[src/rtl/kbd_pkg.sv]
// Shared constants, parser state and event record for the PS/2 scan-code decoder.
package kbd_pkg;

    localparam logic [7:0] KBD_BRK    = 8'hF0;
    localparam logic [7:0] KBD_EXT    = 8'hE0;
    localparam logic [7:0] KBD_LSHIFT = 8'h12;
    localparam logic [7:0] KBD_RSHIFT = 8'h59;
    localparam logic [7:0] KBD_CAPS   = 8'h58;

    typedef enum logic [1:0] {
        ST_IDLE,
        ST_EXT,
        ST_BRK,
        ST_EXT_BRK
    } parse_state_t;

    typedef struct packed {
        logic       ext;
        logic       brk;
        logic       rep;
        logic [7:0] code;
        logic [7:0] ascii;
    } kbd_evt_t;

    function automatic logic is_modifier(input logic [7:0] code);
        return (code == KBD_LSHIFT) || (code == KBD_RSHIFT) || (code == KBD_CAPS);
    endfunction

endpackage

[src/rtl/kbd_scan2ascii.sv]
// Combinational set-2 scan code to ASCII lookup for letters and digits.
module kbd_scan2ascii (
    input  logic [7:0] code,
    input  logic       ext,
    input  logic       shift,
    input  logic       caps,
    output logic [7:0] ascii
);

    logic [7:0] lower;
    logic [7:0] digit;
    logic [7:0] sym;

    always_comb begin
        lower = 8'h00;
        digit = 8'h00;
        sym   = 8'h00;
        case (code)
            8'h1C: lower = "a";  8'h32: lower = "b";  8'h21: lower = "c";
            8'h23: lower = "d";  8'h24: lower = "e";  8'h2B: lower = "f";
            8'h34: lower = "g";  8'h33: lower = "h";  8'h43: lower = "i";
            8'h3B: lower = "j";  8'h42: lower = "k";  8'h4B: lower = "l";
            8'h3A: lower = "m";  8'h31: lower = "n";  8'h44: lower = "o";
            8'h4D: lower = "p";  8'h15: lower = "q";  8'h2D: lower = "r";
            8'h1B: lower = "s";  8'h2C: lower = "t";  8'h3C: lower = "u";
            8'h2A: lower = "v";  8'h1D: lower = "w";  8'h22: lower = "x";
            8'h35: lower = "y";  8'h1A: lower = "z";
            8'h16: begin digit = "1"; sym = "!"; end
            8'h1E: begin digit = "2"; sym = "@"; end
            8'h26: begin digit = "3"; sym = "#"; end
            8'h25: begin digit = "4"; sym = "$"; end
            8'h2E: begin digit = "5"; sym = "%"; end
            8'h36: begin digit = "6"; sym = "^"; end
            8'h3D: begin digit = "7"; sym = "&"; end
            8'h3E: begin digit = "8"; sym = "*"; end
            8'h46: begin digit = "9"; sym = "("; end
            8'h45: begin digit = "0"; sym = ")"; end
            default: ;
        endcase

        // Caps only affects letters; digits shift on the shift key alone
        ascii = 8'h00;
        if (!ext) begin
            if (lower != 8'h00)
                ascii = (shift ^ caps) ? (lower - 8'h20) : lower;
            else if (digit != 8'h00)
                ascii = shift ? sym : digit;
        end
    end

endmodule

[src/rtl/ps2_key_decoder.sv]
// PS/2 set-2 decoder: pops FIFO bytes, parses E0/F0 prefixes, queues key events.
// Optional build macro KBD_SHIFT_EN enables shift/caps-lock modifier handling.
module ps2_key_decoder
    import kbd_pkg::*;
#(
    parameter int CNT_WIDTH = 8,
    parameter int EVT_DEPTH = 4
) (
    input  logic                 clk,
    input  logic                 reset,
    input  logic [7:0]           data,
    input  logic                 ready,
    output logic                 nextdata_n,
    output logic                 evt_valid,
    input  logic                 evt_ready,
    output logic [7:0]           evt_code,
    output logic                 evt_ext,
    output logic                 evt_break,
    output logic                 evt_rep,
    output logic [7:0]           evt_ascii,
    output logic                 evt_ovf,
    output logic                 key_down,
    output logic [7:0]           cur_code,
    output logic [7:0]           cur_ascii,
    output logic [CNT_WIDTH-1:0] press_cnt
);

    localparam int AW = $clog2(EVT_DEPTH);

    logic [7:0]   rx_byte_p0;
    logic         vld_p0;
    parse_state_t state;
    parse_state_t state_nxt;
    logic         cur_ext;
    logic         shift_q;
    logic         caps_q;

    logic         ext_p1, brk_p1, rep_p1, mod_p1, push_p1;
    logic [7:0]   ascii_p1;
    kbd_evt_t     evt_p1;

    kbd_evt_t     mem [EVT_DEPTH];
    kbd_evt_t     head;
    logic [AW-1:0] wr_ptr, rd_ptr;
    logic [AW:0]  count;
    logic         full, pop, push_ok;

    // ---- stage p0: pop strobe and byte capture ----
    always_ff @(posedge clk) begin
        if (reset) begin
            nextdata_n <= 1'b1;
            vld_p0     <= 1'b0;
        end else begin
            nextdata_n <= ~(ready & nextdata_n);
            vld_p0     <= ready & nextdata_n;
        end
    end

    always_ff @(posedge clk) begin
        if (ready && nextdata_n)
            rx_byte_p0 <= data;
    end

    // ---- stage p1: prefix parsing and event formation ----
    assign ext_p1 = (state == ST_EXT) || (state == ST_EXT_BRK);
    assign brk_p1 = (state == ST_BRK) || (state == ST_EXT_BRK);
    assign rep_p1 = !brk_p1 && key_down && (cur_code == rx_byte_p0) && (cur_ext == ext_p1);

`ifdef KBD_SHIFT_EN
    assign mod_p1 = !ext_p1 && is_modifier(rx_byte_p0);
`else
    assign mod_p1 = 1'b0;
`endif

    kbd_scan2ascii u_scan2ascii (
        .code  (rx_byte_p0),
        .ext   (ext_p1),
        .shift (shift_q),
        .caps  (caps_q),
        .ascii (ascii_p1)
    );

    always_comb begin
        state_nxt = state;
        push_p1   = 1'b0;
        if (vld_p0) begin
            case (state)
                ST_IDLE: begin
                    if (rx_byte_p0 == KBD_EXT)      state_nxt = ST_EXT;
                    else if (rx_byte_p0 == KBD_BRK) state_nxt = ST_BRK;
                    else                            push_p1   = 1'b1;
                end
                ST_EXT: begin
                    if (rx_byte_p0 == KBD_BRK)      state_nxt = ST_EXT_BRK;
                    else if (rx_byte_p0 != KBD_EXT) begin
                        push_p1   = 1'b1;
                        state_nxt = ST_IDLE;
                    end
                end
                default: begin
                    push_p1   = 1'b1;
                    state_nxt = ST_IDLE;
                end
            endcase
        end
        evt_p1 = '{ext: ext_p1, brk: brk_p1, rep: rep_p1, code: rx_byte_p0, ascii: ascii_p1};
    end

    always_ff @(posedge clk) begin
        if (reset) begin
            state     <= ST_IDLE;
            key_down  <= 1'b0;
            cur_code  <= 8'h00;
            cur_ascii <= 8'h00;
            cur_ext   <= 1'b0;
            press_cnt <= '0;
        end else begin
            state <= state_nxt;
            if (push_p1 && !mod_p1) begin
                if (!brk_p1 && !rep_p1) begin
                    key_down  <= 1'b1;
                    cur_code  <= rx_byte_p0;
                    cur_ascii <= ascii_p1;
                    cur_ext   <= ext_p1;
                    press_cnt <= press_cnt + CNT_WIDTH'(1);
                end else if (brk_p1 && (cur_code == rx_byte_p0) && (cur_ext == ext_p1)) begin
                    key_down <= 1'b0;
                end
            end
        end
    end

`ifdef KBD_SHIFT_EN
    always_ff @(posedge clk) begin
        if (reset) begin
            shift_q <= 1'b0;
            caps_q  <= 1'b0;
        end else if (push_p1 && mod_p1) begin
            if (rx_byte_p0 == KBD_CAPS) begin
                if (!brk_p1 && !rep_p1)
                    caps_q <= ~caps_q;
            end else begin
                shift_q <= ~brk_p1;
            end
        end
    end
`else
    assign shift_q = 1'b0;
    assign caps_q  = 1'b0;
`endif

    // ---- stage p2: event queue ----
    assign full    = (count == (AW+1)'(EVT_DEPTH));
    assign pop     = evt_valid && evt_ready;
    assign push_ok = push_p1 && (!full || pop);

    always_ff @(posedge clk) begin
        if (reset) begin
            wr_ptr  <= '0;
            rd_ptr  <= '0;
            count   <= '0;
            evt_ovf <= 1'b0;
        end else begin
            if (push_ok) wr_ptr <= wr_ptr + AW'(1);
            if (pop)     rd_ptr <= rd_ptr + AW'(1);
            if (push_ok && !pop)      count <= count + (AW+1)'(1);
            else if (!push_ok && pop) count <= count - (AW+1)'(1);
            if (push_p1 && !push_ok)  evt_ovf <= 1'b1;
        end
    end

    always_ff @(posedge clk) begin
        if (push_ok)
            mem[wr_ptr] <= evt_p1;
    end

    // Head fields read as zero while the queue is empty so reset leaves them at 0
    assign head      = mem[rd_ptr];
    assign evt_valid = (count != '0);
    assign evt_code  = evt_valid ? head.code  : 8'h00;
    assign evt_ascii = evt_valid ? head.ascii : 8'h00;
    assign evt_ext   = evt_valid && head.ext;
    assign evt_break = evt_valid && head.brk;
    assign evt_rep   = evt_valid && head.rep;

endmodule
[config.mk]
export PLATFORM = sky130hd
export DESIGN_NAME = ps2_key_decoder
export DESIGN_NICKNAME = d
export VERILOG_FILES = /design/src/rtl/kbd_pkg.sv /design/src/rtl/kbd_scan2ascii.sv /design/src/rtl/ps2_key_decoder.sv
export SDC_FILE = /design/constraint.sdc
export NUM_CORES = 1
export LEC_CHECK = 0
export BUFFER_PORTS_ARGS = -buffer_cell sky130_fd_sc_hd__buf_2
export CAP_MARGIN = 20
export CELL_PAD_IN_SITES_DETAIL_PLACEMENT = 1
export CELL_PAD_IN_SITES_GLOBAL_PLACEMENT = 1
export CORE_MARGIN = 8
export CORE_UTILIZATION = 25
export DETAILED_ROUTE_END_ITERATION = 8
export HOLD_SLACK_MARGIN = 0.1
export PLACE_DENSITY = 0.57
export SLEW_MARGIN = 30
export SYNTH_ARGS = -nofsm -noshare
export SYNTH_HDL_FRONTEND = slang
export SYNTH_HIERARCHICAL = 1
export SYNTH_SLANG_ARGS = --single-unit
[constraint.sdc]
create_clock -name clk -period 5.4 [get_ports clk]
set_clock_uncertainty 0.2 [all_clocks]
set_input_delay 0.27 -clock clk [delete_from_list [all_inputs] [get_ports clk]]
set_output_delay 0.27 -clock clk [all_outputs]
set_load 0.05 [all_outputs]
=== Yosys cells after proc, flatten, opt, wreduce, memory -nomap -nowiden ===
Memories as Yosys holds them, arrays and structs flattened. A register that Yosys moved wholly into a read port is not among the register bits.
Index checks and enable logic that the tools add are counted.

* Add/sub/neg operators: 5
* Equal/unequal tests: 47
* Multiplexer cells: 26
* Bitwise gates (word level): 2
* Reductions and logical operators: 32

{| class="wikitable"
|+ Operator list
! operator !! number
|-
| 7-bit case mux with 26 select lines || 1
|-
| 8-bit by 6-bit == test with 1-bit output (second input constant) || 22
|-
| 6-bit case mux with 10 select lines || 1
|-
| 8-bit by 5-bit == test with 1-bit output (second input constant) || 7
|-
| 8-bit by 7-bit == test with 1-bit output (second input constant) || 7
|-
| 8-bit 2-to-1 mux || 4
|-
| 8-bit == test (second input constant) || 2
|-
| 8-bit nonzero test || 2
|-
| 1-bit logical AND || 15
|-
| 2-bit 2-to-1 mux || 6
|-
| 1-bit 2-to-1 mux || 9
|-
| 8-bit by 1-bit adder with 8-bit output (second input constant) || 1
|-
| 8-bit == test || 1
|-
| 8-bit inequality test (second input constant) || 1
|-
| 3-bit 2-to-1 mux || 2
|-
| 6-bit 2-to-1 mux || 1
|-
| 1-bit zero test || 5
|-
| 2-bit by 1-bit adder with 2-bit output (second input constant) || 2
|-
| 2-bit == test (second input constant) || 2
|-
| 2-bit case mux with 2 select lines || 1
|-
| 2-bit AND reduction || 2
|-
| 2-bit nonzero test || 2
|-
| 3-bit by 1-bit adder with 3-bit output (second input constant) || 1
|-
| 3-bit == test (second input constant) || 1
|-
| other kinds (12) || 14
|}

* Flip-flop bits (word level): 46
* RAM bits: 76
* Bits of input ports: 12
* Logic and storage cells: 126
* Memories kept: 1

{| class="wikitable"
|+ Memory list
! name !! depth !! bits a word !! rd ports !! clocked after memory_dff !! write ports !! line !! RTL
|-
| mem || 4 || 19 || 1 || 1 || 1 || ps2_key_decoder.sv:42 || <nowiki>kbd_evt_t mem [EVT_DEPTH];</nowiki>
|}

=== Depth between registers and ports, before layout ===
Gate-level depths: netlist (run 1).

* Word-level depth: 10
* Depth in mapped cells: 13
* Depth with buffers taken out: 11

=== Modules after synthesis ===
Netlist (run 1), hierarchy kept.

{| class="wikitable"
|+ Modules (own cells, without submodules)
! module !! instances !! cells each !! area each (um2)
|-
| ps2_key_decoder || 1 || 340 || 5108.6
|-
| kbd_scan2ascii || 1 || 165 || 1088.5
|}

=== Worst setup path after synthesis (run 1) ===
Ideal clock, no wire load.

* Kind: register to register
* From: register rx_byte_p0[4]
* To: register cur_ascii[6]
* Arrival time: 2629 ps
* Data required time: 5128 ps
* Setup slack: 2500 ps
* Cell stages (with the launch flop): 11
* Buffers on the path: 1
* Clock period less this slack: 2900 ps
* Cell sequence: edfxtp_1 buf_6 or4b_4 nor4_4 a31o_2 nor2_1 and2_1 ha_1 o311ai_1 nand2b_1 mux2i_1

* Elaborated cells between the ends (all ways): 45

{| class="wikitable"
|+ RTL lines
! what !! line !! RTL
|-
| start, declared || ps2_key_decoder.sv:30 || <nowiki>logic [7:0] rx_byte_p0;</nowiki>
|-
| start signal, assigned || ps2_key_decoder.sv:61 || <nowiki>rx_byte_p0 <= data;</nowiki>
|-
| 8-bit by 5-bit == test with 1-bit output (tied with other cells) || kbd_scan2ascii.sv:18 || <nowiki>case (code)</nowiki>
|-
| 7-bit case mux with 26 select lines (*) || kbd_scan2ascii.sv:18 ||
|-
| 8-bit nonzero test || kbd_scan2ascii.sv:44 || <nowiki>if (lower != 8'h00)</nowiki>
|-
| 8-bit 2-to-1 mux (*) || kbd_scan2ascii.sv:44 ||
|-
| 8-bit 2-to-1 mux (*) || kbd_scan2ascii.sv:43 || <nowiki>if (!ext) begin</nowiki>
|-
| via ascii_p1[6] || ps2_key_decoder.sv:39 || <nowiki>logic [7:0] ascii_p1;</nowiki>
|-
| end signal, assigned || ps2_key_decoder.sv:123 || <nowiki>cur_ascii <= ascii_p1;</nowiki>
|-
| end, declared || ps2_key_decoder.sv:24 || <nowiki>output logic [7:0] cur_ascii,</nowiki>
|}

Mark *: on every way through the listed nets, which the timed path passes. The rest lies on a longest branch.
A chain may end at the register's enable or synchronous reset.

=== Worst setup path after layout (run 1) ===
* From: register rx_byte_p0[6]
* To: register cur_ascii[6]

Same word-level chain as after synthesis.

==> results of run 1 <==
==> synthesized netlist by cell type, drive strengths merged, types with 2 or more instances <==
library cell / number / area [um^2]
nand2: 18 / 67.6
clkbuf: 17 / 63.8
xor2: 10 / 87.6
nor3b: 3 / 27.5
or3: 5 / 31.3
dfxtp: 40 / 801
o32ai: 3 / 26.3
nor2b: 12 / 75.1
a22oi: 2 / 15.0
mux4: 19 / 428
xnor2: 10 / 87.6
and2: 25 / 156
nand2b: 47 / 294
nor4b: 5 / 80.1
buf: 18 / 104
nor2: 23 / 93.8
a31oi: 7 / 43.8
o31ai: 7 / 52.6
inv: 11 / 41.3
mux2: 2 / 22.5
nor3: 6 / 30.0
o311ai: 2 / 17.5
o211ai: 4 / 30.0
nor4: 10 / 77.6
o21ai: 12 / 60.1
o41ai: 2 / 36.3
or4b: 3 / 37.5
or2: 3 / 18.8
o32a: 3 / 30.0
nand3b: 2 / 15.0
or4: 5 / 37.5
nand4: 6 / 37.5
nand3: 13 / 65.1
o22ai: 4 / 25.0
a21oi: 15 / 75.1
ha: 8 / 100
edfxtp: 84 / 2520
a221oi: 2 / 23.8
o21a: 2 / 15.0
mux2i: 19 / 190
==> registers in the layout, indices dropped and copies added (netlist names), named ones only <==
signal      count
cur_ext         1
nextdata_n      1
wr_ptr          2
count           3
cur_code        8
press_cnt       8
state           2
key_down        1
rx_byte_p0      8
vld_p0          1
cur_ascii       8
mem            76
evt_ovf         1
rd_ptr          2
==> kinds of logic (layout without fill, tap and decap cells) <==
family          Yosys count  count (layout)  share of synthesized area
flops                   124             124                      0.536
fa+ha+maj                 9               9                     0.0194
other cells               1               2                   0.000605
simple gates            191             191                      0.193
compound gates           73              73                     0.0852
buf+inv                  47             118                     0.0343
xor+xnor                 20              20                     0.0283
mux                      40              40                      0.103
==> path summary, 6_finish.rpt <==
path                                    end  slack (ns)  cells after the start
setup / recovery  cur_ascii[6]$_SDFFE_PP0P_        1.87                      9
hold / removal         evt_ovf$_SDFFE_PP0P_        0.13                      2
setup reg to reg  cur_ascii[6]$_SDFFE_PP0P_        1.87                      9
hold reg to reg   cur_ascii[2]$_SDFFE_PP0P_        0.27                      2
==> power breakdown <==
group | internal [W] | total, W | switching, W
Clock | 0.000769 | 0.00119 | 0.000424
Combinational | 0.000279 | 0.000862 | 0.000583
Sequential | 0.00106 | 0.00112 | 0.0000554
Total | 0.00211 | 0.00317 | 0.00106
==> metal layers <==
| layer | routed length (um) | part of all wire | up-vias | track usage |
|---|---|---|---|---|
| met1 | 7760 | 0.47 | 2170 | 0.140 |
| met3 | 649 | 0.039 | 21 | 0.0320 |
| li1 | - | - | 2013 | - |
| met4 | 313 | 0.019 | 0 | 0.0460 |
| met5 | 0 | 0 | - | 0 |
| met2 | 7730 | 0.47 | 78 | 0.179 |
==> cell type report <==
class | count | area [um^2] | area share
flip-flops and latches | 124 | 3320 | 0.442
multi-input cells | 335 | 2670 | 0.355
repair buffers | 74 | 465 | 0.0619
clock buffers | 20 | 437 | 0.0581
well taps | 324 | 405 | 0.0539
clock inverters | 12 | 171 | 0.0228
inverters | 12 | 45.0 | 0.00599
==> metrics by stage <==
stage                     instances  area, um^2
after global placement          856        6750
after detailed placement        858        6790
final                           901        7520
after CTS                       899        7490
after global routing            901        7520
after floorplan                 506        6200
==> timing repair <==
action / CTS / global route
gates resized for setup: 0 / 0
endpoints found under the hold margin: 13 / 0
hold buffers: 9 / 0
==> results.toml, run 1 <==
[placed_design]
place.gp.congestion = 0.847
io_buffers = 58
pre_cts_ws_ns = 1.80
dp_hpwl_um = 11200

[floorplan]
die_area_mm2 = 0.0301
die_y_um = 173
fp.dieW_um = 173
boundaryPins = 59
core_area_mm2 = 0.0243
start_util = 0.255
rows = 57

[global_route]
grt_pass1_vias = 4517
grt_overflow = 0
grt_pass1_wl_um = 26400
grt_usage = 0.112
antenna_found_initial = 0
grt_start_max_net_pins = 59

[clock_network]
postCtsSetupBuffers = 0
path_clk_slew_ns = 0.06
root_buffer = "clkbuf_16"
cts_buffers = 17
clk_path_buf_depth = 2
cts_tree = "yes"
h-tree-depth = 4
cts_sinks = 124
worstSkewPairLatency_ns = 0.42

[detailed_routing]
viasPerCell = 4.75
dr.pass1.iters = 4
drt_iter0_drc = 211
routed_wl_um = 16500
vias = 4282
antenna_left = 0
drc = 0
wire_per_inst_um = 18.3

[setup_path]
path_cells = "or4b_4, nor4_4, a31o_2, nor2_1, and2_1, ha_1, o311ai_1, nand2b_1, mux2i_1"
crit_buf_inv = 0
required_ns = 5.54
start_kind = "register"
critPathSlowestCell = "edfxtp_1"
critPathMaxStageDelay_ns = 0.93
cp_data_arrival_time_ns = 3.67
r2r-start = "rx_byte_p0[6]$_DFFE_PP_"
cpLargestDelayFamily = "simple AND/OR/NAND/NOR gates"
cp-end-kind = "register"
cp_max_fo = 23
crit_type = "reg -> reg"
startpoint = "rx_byte_p0[6]$_DFFE_PP_"

[finish]
syn2layout_area_growth_pct = 21.3
fin_util = 0.309
num_antenna_cells = 0
final_cell_mix = "edfxtp_1 (84), buf_2 (57), nand2b_1 (47)"
fillers = 2647
layout-drive-gt1-share = 0.231
mostFrequentLayoutCell = "edfxtp_1"
nets = 585

[timing]
finalSetupViolations = 0
tightest_slew_ns = 0.946
fin_setup_tns_ns = 0
post-route-period-util = 0.653
hold_ws_ns = 0.132
timing.fmax_ghz = 0.283
setup_slack_ns = 1.87
fin_crit_ns = 3.53
slew_headroom = 0.363
rsz0062_at_grt = "false"
hold_viol = 0
slew_viol_final = 0

[synthesis]
synth.distinct_cells = 68
synthArstFlopShare = 0
netlist_area_mm2 = 0.00620
postSynthAreaPerCell_um2 = 12.3
synthCells = 505
ys_warn_count = 6
ys.flop_type = "edfxtp_1"
yosysSeqAreaShare = 0.536
yosys_register_bits = 124
synth-edff-count = 84

[run]
max-cap-violations = 0

[pwr]
vdd_ir_drop_max_mv = 0.209
p_per_area_mw_per_mm2 = 422
leakage_nw = 2.59
finalPower_w = 0.00317

[worst_hold_path]
min_from = "reset"
hp-class = "in -> reg"

[status]
outcome = "finished, final reports clean"
Note: power is estimated with default switching activity, not from simulation.
==> run 2: changes to the inputs <==
clock period = 3.56 ns   (was 5.4 ns; I/O delays follow)
==> results.toml, run 2 (same netlist as run 1, synthesis figures left out) <==
[timing]
rsz0062_at_grt = "false"
timing.fmax_ghz = 0.305
fin_setup_tns_ns = 0
slew_headroom = 0.427
finalSetupViolations = 0
post-route-period-util = 0.920
slew_viol_final = 0
tightest_slew_ns = 0.852
fin_crit_ns = 3.27
hold_viol = 0

[floorplan]
die_y_um = 173
rows = 57
die_area_mm2 = 0.0301
boundaryPins = 59
core_area_mm2 = 0.0243
start_util = 0.255
fp.dieW_um = 173

[setup_path]
crit_type = "reg -> reg"
start_kind = "register"
cp-end-kind = "register"
cp_data_arrival_time_ns = 3.41
critPathMaxStageDelay_ns = 0.66
r2r-start = "rx_byte_p0[0]$_DFFE_PP_"
cp_max_fo = 18
required_ns = 3.69
startpoint = "rx_byte_p0[0]$_DFFE_PP_"
critPathSlowestCell = "edfxtp_1"
path_cells = "buf_4, or4b_4, o41ai_4, nor2_1, ha_1, inv_1, fa_1, xor2_1, or3_1, a21oi_1"

[pwr]
vdd_ir_drop_max_mv = 0.319
power.internal_w = 0.00314
pwr-share-clk = 0.368
p_sw_w = 0.00163
combPwrFrac = 0.279
swShare = 0.342
leakage_nw = 2.69
p_per_area_mw_per_mm2 = 624
seqPwrFrac = 0.353

[detailed_routing]
drc = 0
viasPerCell = 4.70
antenna_left = 0
vias = 4327
wire_per_inst_um = 18.2
routed_wl_um = 16700
drt_iter0_drc = 180
dr.pass1.iters = 4

[placed_design]
io_buffers = 58
place.gp.congestion = 0.833
dp_hpwl_um = 11800
dp.cells = 879

[run]
max-cap-violations = 0

[clock_network]
cts_sinks = 124
root_buffer = "clkbuf_16"
worstSkewPairLatency_ns = 0.42
postCtsSetupBuffers = 0
cts_resized = 0
clk_path_buf_depth = 2
cts_tree = "yes"
path_clk_slew_ns = 0.06
h-tree-depth = 4
cts_buffers = 17

[finish]
largest_register_ffs = 76
final_cell_mix = "edfxtp_1 (84), buf_2 (57), nand2b_1 (47)"
nets = 605
fillers = 2627
num_antenna_cells = 0
regArea_mm2 = 0.00332
stdcell_count = 921
syn2layout_area_growth_pct = 23.4
multi_input_area_mm2 = 0.00267
max_flop_register = "mem"
mostFrequentLayoutCell = "edfxtp_1"
layout-drive-gt1-share = 0.251

[global_route]
grt_usage = 0.113
antenna_found_initial = 0
grt_pass1_vias = 4652
grt_pass1_wl_um = 26800
grt_start_max_net_pins = 59
grt_overflow = 0

[worst_hold_path]
hp-class = "in -> reg"
min_from = "ready"

[status]
outcome = "finished, final reports clean"
run 2: path summary, 6_finish.rpt:
| check | end | slack [ns] | cells after the start |
|---|---|---|---|
| max | count[2]$_SDFFE_PP0P_ | 0.29 | 10 |
| min | rx_byte_p0[1]$_DFFE_PP_ | 0.14 | 2 |
| max reg2reg | count[2]$_SDFFE_PP0P_ | 0.29 | 10 |
| min reg2reg | cur_ascii[5]$_SDFFE_PP0P_ | 0.28 | 2 |
run 2: per-stage QoR:
step	total power (W)	hold slack [ns]	cell area [um^2]	util	worst slack, ns
after global placement	0.00305	0.156	6950	0.286	0.381
after CTS	0.00485	0.128	7640	0.314	0.242
after detailed placement	0.00307	0.158	6950	0.286	0.277
after global routing	0.00499	0.162	7650	0.315	0.0928
after floorplan	0.00273	0.0769	6200	-	0.660
final	0.00478	0.145	7650	0.315	0.287
run 2: area by class of cell:
type                    count  share of cell area
flip-flops and latches    124               0.435
well taps                 324              0.0530
inverters                  12             0.00589
multi-input cells         335               0.348
clock inverters            15              0.0224
clock buffers              17              0.0556
repair buffers             94              0.0801
run 2: metal layers:
metal	wire length, um	vias to the layer above	GRT usage
li1	-	2052	-
met1	8060	2185	0.146
met2	7920	74	0.182
met3	557	16	0.0288
met4	195	0	0.0388
met5	0	-	0
run 2: power by group through the flow:
stage,Sequential (W),Combinational (W),Clock [W]
2_1_floorplan,0.00171,0.00102,0
3_3_place_gp,0.00171,0.00134,0
3_5_place_dp,0.00172,0.00135,0
4_1_cts,0.00169,0.00136,0.00181
5_1_grt,0.00170,0.00143,0.00186
6_report,0.00169,0.00133,0.00176
run 2: worst max-delay path, delay by kind of cell, from the launching register on:
| kind | cells | cell delay (ns) |
|---|---|---|
| AO/OA/AOI/OAI | 2 | 0.42 |
| flip-flops | 1 | 0.66 |
| buffers and inverters | 2 | 0.35 |
| adder cells (fa/ha/maj) | 2 | 0.44 |
| AND/OR/NAND/NOR | 3 | 1.05 |
| XOR/XNOR | 1 | 0.07 |
run 2: what timing repair did:
action	CTS	global route
hold buffers	9	1
setup endpoints to repair	0	0
endpoints found under the hold margin	13	5
==> run 3: changes to the inputs <==
MAX_ROUTING_LAYER = met4   (was default)
SKIP_LAST_GASP = 1   (was default)
==> results.toml, run 3 (same netlist as run 1, synthesis figures left out) <==
[worst_hold_path]
hold_depth = 2
min_from = "ready"
holdPathEnd = "rx_byte_p0[5]$_DFFE_PP_"
hp-class = "in -> reg"

[timing]
rsz0062_at_grt = "false"
hold_viol = 0
timing.fmax_ghz = 0.305
tightest_slew_ns = 0.935
fin_crit_ns = 3.28
fin_setup_tns_ns = 0
post-route-period-util = 0.921
setup_slack_ns = 0.281
finalSetupViolations = 0
slew_headroom = 0.371
slew_viol_final = 0

[finish]
final_cell_mix = "edfxtp_1 (84), buf_2 (57), nand2b_1 (47)"
stdcell_count = 921
design_area_mm2 = 0.00768
num_antenna_cells = 0
nets = 605
mostFrequentLayoutCell = "edfxtp_1"
layout-drive-gt1-share = 0.251
syn2layout_area_growth_pct = 24.0
largest_register_ffs = 76
max_flop_register = "mem"

[floorplan]
rows = 57
boundaryPins = 59
core_area_mm2 = 0.0243
die_area_mm2 = 0.0301
start_util = 0.255
die_y_um = 173
fp.dieW_um = 173

[setup_path]
r2r_slack_ns = 0.28
required_ns = 3.71
critPathSlowestCell = "or4b_4"
cp_max_fo = 15
path_cells = "or4b_4, nor4_4, a31o_2, nor2_1, and2_1, ha_1, a221oi_2, nand2b_1, mux2i_1"
crit_type = "reg -> reg"
critPathMaxStageDelay_ns = 0.66
crit_buf_inv = 0
r2r-start = "rx_byte_p0[5]$_DFFE_PP_"
start_kind = "register"
cp-end-kind = "register"
cp_data_arrival_time_ns = 3.43
cpLargestDelayFamily = "simple AND/OR/NAND/NOR gates"
r2r_end = "cur_ascii[5]$_SDFFE_PP0P_"
r2r_cells = 9

[detailed_routing]
dr.pass1.iters = 4
viasPerCell = 4.72
wire_per_inst_um = 18.2
drc = 0
drt_iter0_drc = 225
vias = 4347
routed_wl_um = 16800
antenna_left = 0

[placed_design]
pre_cts_ws_ns = 0.159
place.gp.congestion = 0.820
dp.cells = 877
placed_area_mm2 = 0.00695
io_buffers = 58
dp_hpwl_um = 11800

[clock_network]
cts_buffers = 17
path_clk_slew_ns = 0.07
clk_path_buf_depth = 2
cts_tree = "yes"
h-tree-depth = 4
root_buffer = "clkbuf_16"
worstSkewPairLatency_ns = 0.42
cts_resized = 0
cts_sinks = 124

[global_route]
grt_usage = 0.118
grt_pass1_wl_um = 27200
grt_overflow = 0
grt_start_max_net_pins = 59
antenna_found_initial = 0
grt_pass1_vias = 4635

[run]
max-cap-violations = 0

[pwr]
vdd_ir_drop_max_mv = 0.298
p_per_area_mw_per_mm2 = 631
leakage_nw = 2.71

[status]
outcome = "finished, final reports clean"
-- run 3: how the worst max path moves through the flow --
stage          slack [ns]                   endpoint               startpoint  cells past startpoint
6_report             0.28  cur_ascii[5]$_SDFFE_PP0P_  rx_byte_p0[5]$_DFFE_PP_                      9
5_1_grt              0.02  cur_ascii[6]$_SDFFE_PP0P_  rx_byte_p0[5]$_DFFE_PP_                      9
4_1_cts               0.1      count[2]$_SDFFE_PP0P_  rx_byte_p0[7]$_DFFE_PP_                     10
3_5_place_dp         0.16      count[2]$_SDFFE_PP0P_  rx_byte_p0[7]$_DFFE_PP_                     10
3_3_place_gp         0.34      count[2]$_SDFFE_PP0P_  rx_byte_p0[7]$_DFFE_PP_                     10
2_1_floorplan        0.66  cur_ascii[6]$_SDFFE_PP0P_  rx_byte_p0[4]$_DFFE_PP_                     10
-- run 3: layout make-up --
cell class	instances	area, um^2
clock buffer	17	425
clock inverter	15	195
fill	2635	16600
inverter	12	45.0
multi-input combinational	335	2670
sequential	124	3320
tap	324	405
timing repair buffer	94	626
-- run 3: where the power goes --
part / switching (W) / leakage [nW] / total [W] / internal (W)
registers: 0.0000591 / 1.11 / 0.00167 / 0.00161
clock network: 0.000658 / 0.305 / 0.00183 / 0.00117
logic: 0.000911 / 1.29 / 0.00135 / 0.000437
total: 0.00163 / 2.71 / 0.00485 / 0.00322
-- run 3: what timing repair did --
action                                  in CTS  in global routing
endpoints found under the setup margin       0                  1
hold endpoints to repair                    13                  6
hold buffers                                 9                  1
buffers inserted                             0                  2
-- run 3: layer usage --
metal  GRT usage  wire length (um)  vias up
met5           -                 0        -
met4      0.0327               163        0
met3      0.0283               562       13
met2       0.187              8130       91
met1       0.148              7900     2195
li1            -                 -     2048
-- run 3: per-stage QoR --
stage	total power [W]	hold WS (ns)	util
finish	0.00485	0.137	0.316
global route	0.00507	0.154	0.316
CTS	0.00493	0.119	0.315
detailed placement	0.00307	0.161	0.286
global placement	0.00304	0.161	0.286
floorplan	0.00273	0.0769	-
